`src/rtl/imem_arbiter.sv`:
```
// Instruction-memory arbiter: shares one single-port IMEM between the fetch stage
// and a loader, with round-robin sharing, a loader lock mode and misalignment rejection.
module imem_arbiter #(
    parameter int ADDR_W    = 32,
    parameter int DEPTH     = 1024,
    parameter int BURST_MAX = 8
) (
    input  logic                     Clk,
    input  logic                     Reset,
    input  logic                     F_Req,
    input  logic [ADDR_W-1:0]        F_Addr,
    output logic                     F_Gnt,
    output logic                     F_Valid,
    output logic [31:0]              F_Instr,
    input  logic                     L_Req,
    input  logic                     L_We,
    input  logic                     L_Lock,
    input  logic [ADDR_W-1:0]        L_Addr,
    input  logic [31:0]              L_WData,
    output logic                     L_Gnt,
    output logic                     L_Valid,
    output logic [31:0]              L_RData,
    output logic                     Err,
    output logic                     M_En,
    output logic                     M_We,
    output logic [$clog2(DEPTH)-1:0] M_Addr,
    output logic [31:0]              M_WData,
    input  logic [31:0]              M_RData
);
    localparam int AW = $clog2(DEPTH);
    localparam int CW = $clog2(BURST_MAX + 1);

    typedef enum logic [1:0] {IDLE, SHARED, LOCKED} state_t;

    state_t            state, state_n;
    logic [CW-1:0]     burst, burst_n;
    logic              last_l;
    logic              own_f, own_l;
    logic [31:0]       f_instr_q, l_rdata_q;
    logic              f_gnt, l_gnt, gnt, ok, lock_act;
    logic [ADDR_W-1:0] sel_addr;

    function automatic logic addr_ok(input logic [ADDR_W-1:0] a);
        return (a[1:0] == 2'b00) && ((a >> 2) < ADDR_W'(DEPTH));
    endfunction

    // Lock only dominates while L_Lock is still high; the release cycle arbitrates normally.
    assign lock_act = (state == LOCKED) && L_Lock;

    always_comb begin
        f_gnt = 1'b0;
        l_gnt = 1'b0;
        if (Reset) begin
            if (lock_act) begin
                if (F_Req && burst == CW'(BURST_MAX)) f_gnt = 1'b1;
                else if (L_Req)                       l_gnt = 1'b1;
            end else if (F_Req && L_Req) begin
                f_gnt = last_l;
                l_gnt = ~last_l;
            end else begin
                f_gnt = F_Req;
                l_gnt = L_Req;
            end
        end
    end

    assign sel_addr = f_gnt ? F_Addr : L_Addr;
    assign ok       = addr_ok(sel_addr);
    assign gnt      = f_gnt | l_gnt;
    assign F_Gnt    = f_gnt;
    assign L_Gnt    = l_gnt;
    assign M_En     = gnt & ok;
    assign M_We     = l_gnt & ok & L_We;
    assign Err      = gnt & ~ok;
    assign M_Addr   = M_En ? sel_addr[AW+1:2] : '0;
    assign M_WData  = L_WData;

    always_comb begin
        state_n = state;
        burst_n = '0;
        unique case (state)
            IDLE, SHARED: begin
                if (l_gnt && L_Lock && L_Req) begin
                    state_n = LOCKED;
                    burst_n = CW'(1);
                end else if (F_Req || L_Req) begin
                    state_n = SHARED;
                end else begin
                    state_n = IDLE;
                end
            end
            LOCKED: begin
                if (!L_Lock)     state_n = SHARED;
                else if (f_gnt)  burst_n = '0;
                else if (l_gnt)  burst_n = (burst == CW'(BURST_MAX)) ? burst : burst + CW'(1);
                else             burst_n = burst;
            end
            default: state_n = IDLE;
        endcase
    end

    always_ff @(posedge Clk or negedge Reset) begin
        if (!Reset) begin
            state     <= IDLE;
            burst     <= '0;
            last_l    <= 1'b0;
            own_f     <= 1'b0;
            own_l     <= 1'b0;
            f_instr_q <= '0;
            l_rdata_q <= '0;
        end else begin
            state <= state_n;
            burst <= burst_n;
            if (gnt) last_l <= l_gnt;
            own_f <= f_gnt & ok;
            own_l <= l_gnt & ok & ~L_We;
            if (own_f) f_instr_q <= M_RData;
            if (own_l) l_rdata_q <= M_RData;
        end
    end

    // Memory returns data one cycle after M_En; the owner tag routes it, the other port holds.
    assign F_Valid = own_f;
    assign L_Valid = own_l;
    assign F_Instr = own_f ? M_RData : f_instr_q;
    assign L_RData = own_l ? M_RData : l_rdata_q;
endmodule

```
`config.mk`:
```
export PLATFORM = sky130hd
export DESIGN_NAME = imem_arbiter
export DESIGN_NICKNAME = d
export VERILOG_FILES = /design/src/rtl/imem_arbiter.sv
export SDC_FILE = /design/constraint.sdc
export NUM_CORES = 1
export LEC_CHECK = 0
export ABC_AREA = 1
export CORE_MARGIN = 1
export CORE_UTILIZATION = 36
export DETAILED_ROUTE_END_ITERATION = 12
export PLACE_DENSITY = 0.82
export SYNTH_ARGS = -nofsm -noshare
export SYNTH_HDL_FRONTEND = slang
export SYNTH_SLANG_ARGS = --single-unit
export TNS_END_PERCENT = 10
```
`constraint.sdc`:
```
create_clock -name Clk -period 2.3 [get_ports Clk]
set_clock_uncertainty 0.2 [all_clocks]
set_input_delay 0.23 -clock Clk [delete_from_list [all_inputs] [get_ports Clk]]
set_output_delay 0.23 -clock Clk [all_outputs]
set_load 0.01 [all_outputs]
```
==> results.cfg <==
[clock_tree]
path_clk_slew_ns = 0.08
ctsRootBufferMaster = clkbuf_8
clock_path_buffers = 2
cts_made_buffers = 9
clock_latency_ns = 0.34
clock-sinks = 73
cts_tree = done
h-tree-depth = 3

[sta]
max_freq_ghz = 0.4163
finalHoldViolations = 0
setup_violations = 14
relSlewSlack = 0.2676
worst_slew_pin_slew_ns = 1.095
post-route-period-util = 1.044
fin_setup_tns_ns = -1.126
fin_crit_ns = 2.402
hold_slack_ns = 0.2083
finalWorstSetupSlack_ns = -0.1022
slew_viol_final = 0
rsz0062_at_grt = yes

[detailed_routing]
dr.first_iter.drc_count = 54
drc = 0
viasPerCell = 4.608
first_pass_iters = 5
wl_mm = 9.844
routedWlPerCell_um = 14.63
ant_nets = 0
dr_total_vias = 3101

[floorplan]
dieHeight_um = 102.2
initial_core_util = 0.3701
die_w_um = 102.2
rows = 36
dieArea_um2 = 10450
core-area_um2 = 9774
ioPinCount = 247

[place]
dpl.hpwl_mm = 7.341
place.gp.congestion = 0.7733
place_ws_ns = -0.3680
dp.cells = 641
io_buffer_count = 182

[worst_setup_path]
arrival_ns = 1.97
required_ns = 1.87
critPathLaunchType = flip-flop
crit_fanout = 8
crit_path_end_kind = output pin
path_class = reg2out

[layout]
diodes = 0
seq_area_um2 = 1827
drive_above_1_share = 0.3130
nNetsFinal = 671
area_growth_pct = 67.07
final_cells = 673
fin_util = 0.6183
fill_cells = 805
multi_input_area_um2 = 1463

[grt]
antenna_found_initial = 0
grtUsageTotal = 0.1856
grt_first_pass_wirelength_mm = 14.82
grt_pass1_vias = 3162
grt-ovfl-total = 0
grt_max_degree = 40

[synth]
synth_ff_type = dfrtp_1
synth_edf_count = 0
syn_nets = 480
synth_cells = 344
ys_warn_count = 0
synth_common_cells = dfrtp_1, mux2_2, nand2_1
syn_avg_cell_area_um2 = 10.52
synth_most_common_cell = dfrtp_1
synth-seq-cells = 73
yosysTopAreaCell = dfrtp_1
ys_async_sr_fraction = 1.000
netlist_area_um2 = 3617
ys_top_cells_by_area = dfrtp_1, mux2_2, buf_4
synth.top_cell.area_share = 0.5050
synth_cell_type_count = 26
ys_seq_area_frac = 0.5050

[pwr]
ir_worst_vdd_v = 0.0002248
p_leak_nw = 3.454
power_density_nw_per_um2 = 457.6

[status]
failed_checks = negative setup slack
run_status = finished, violations left

[hold_path]
hold_path.class = in2reg

[flow_run]
cap_violations = 0
cell type report:
cell class | instances | share of cell area
clock inverters | 5 | 0.01056
multi-input cells | 200 | 0.2420
repair inverters | 1 | 0.0006211
inverters | 28 | 0.01967
repair buffers | 222 | 0.3739
clock buffers | 11 | 0.02340
well taps | 133 | 0.02754
flip-flops and latches | 73 | 0.3023
kinds of logic (layout without fill, tap and decap cells):
| group | Yosys count | in the layout | synth area share |
|---|---|---|---|
| xor gates and xnor gates | 1 | 1 | 0.002422 |
| AOI/OAI and AO/OA | 7 | 7 | 0.01038 |
| muxes | 64 | 64 | 0.1992 |
| and+or+nand+nor | 126 | 126 | 0.1615 |
| adders and majority gates | 2 | 2 | 0.006917 |
| DFF | 73 | 73 | 0.5050 |
| buffers and inverters | 71 | 267 | 0.1145 |
routing by layer:
| layer | vias up | routed length (um) | part of all wire | global-route usage |
|---|---|---|---|---|
| met5 | - | 0 | 0 | 0 |
| met3 | 15 | 1034 | 0.11 | 0.06703 |
| met1 | 1461 | 3821 | 0.39 | 0.1991 |
| met2 | 174 | 4838 | 0.49 | 0.3335 |
| li1 | 1451 | - | - | - |
| met4 | 0 | 151 | 0.015 | 0.06923 |
registers in the layout (all words and copies together), names as in the netlist:
register / count
f_instr_q: 32
F_Valid: 1
burst: 4
L_Valid: 1
state: 2
l_rdata_q: 32
last_l: 1
worst max-delay path, cell delays in order (launching register included):
cell and delay, ns:
dfrtp_1 0.39, inv_2 0.08, ha_4 0.13, nand4_1 0.12, nand2_4 0.12, nand3_4 0.17
nand2_4 0.14, nand2_4 0.07, nand3_4 0.10, buf_8 0.14, nor2_2 0.04, buf_2 0.13
placed cells by master, fill, tap and decap left out, types with 2 or more instances in the layout:
master | Yosys | final
buf_2 | 6 | 9
o21ai_0 | 3 | 3
nand3_2 | 2 | 2
nand4_1 | 4 | 4
inv_2 | 2 | 9
buf_6 | 2 | 11
a21oi_1 | 3 | 3
dlymetal6s2s_1 | 0 | 32
clkdlybuf4s50_1 | 0 | 134
nor2_4 | 1 | 3
nor2_2 | 8 | 7
clkbuf_8 | 0 | 10
dlygate4sd3_1 | 0 | 3
clkinv_4 | 0 | 2
nand2_2 | 6 | 6
nor2_1 | 34 | 33
buf_4 | 33 | 26
inv_1 | 25 | 18
buf_12 | 0 | 5
nand2_4 | 1 | 7
nand3_4 | 2 | 3
mux2_1 | 3 | 3
nand2_1 | 60 | 54
dfrtp_1 | 73 | 73
nand3_1 | 7 | 6
mux2_2 | 61 | 61
through the flow:
step / instance area [um^2] / power, mW
CTS: 5844 / 2.773
finish: 6043 / 2.765
global placement: 5508 / 1.696
floorplan: 3617 / 1.489
global route: 6043 / 2.896
detailed placement: 5508 / 1.705
worst paths after layout:
kind	from	end	slack (ns)	depth (start not counted)
max in group asynchronous	Reset	f_instr_q[11]	0.65	3
setup reg to reg	burst[0]	burst[0]	0.32	12
hold / removal	Reset	F_Valid	0.21	5
min in group asynchronous	Reset	state[0]	0.37	3
hold reg to reg	l_rdata_q[29]	l_rdata_q[29]	0.29	1
setup / recovery	burst[0]	M_Addr[4]	-0.10	11
repair_timing:
item,4_1_cts,5_1_grt
hold buffers,3,1
cloned,1,0
gates resized for setup,84,51
endpoints found under the hold margin,73,10
endpoints found under the setup margin,36,62
setup buffers,5,6
pin swaps,15,15
power by group:
group          switching, mW  leakage, nW  internal [mW]  total (mW)
logic                  0.184         2.34          0.261       0.445
clock network          0.484        0.100          0.539        1.02
registers            0.00594         1.01           1.29        1.30
Power figures use the tool's default switching activity.
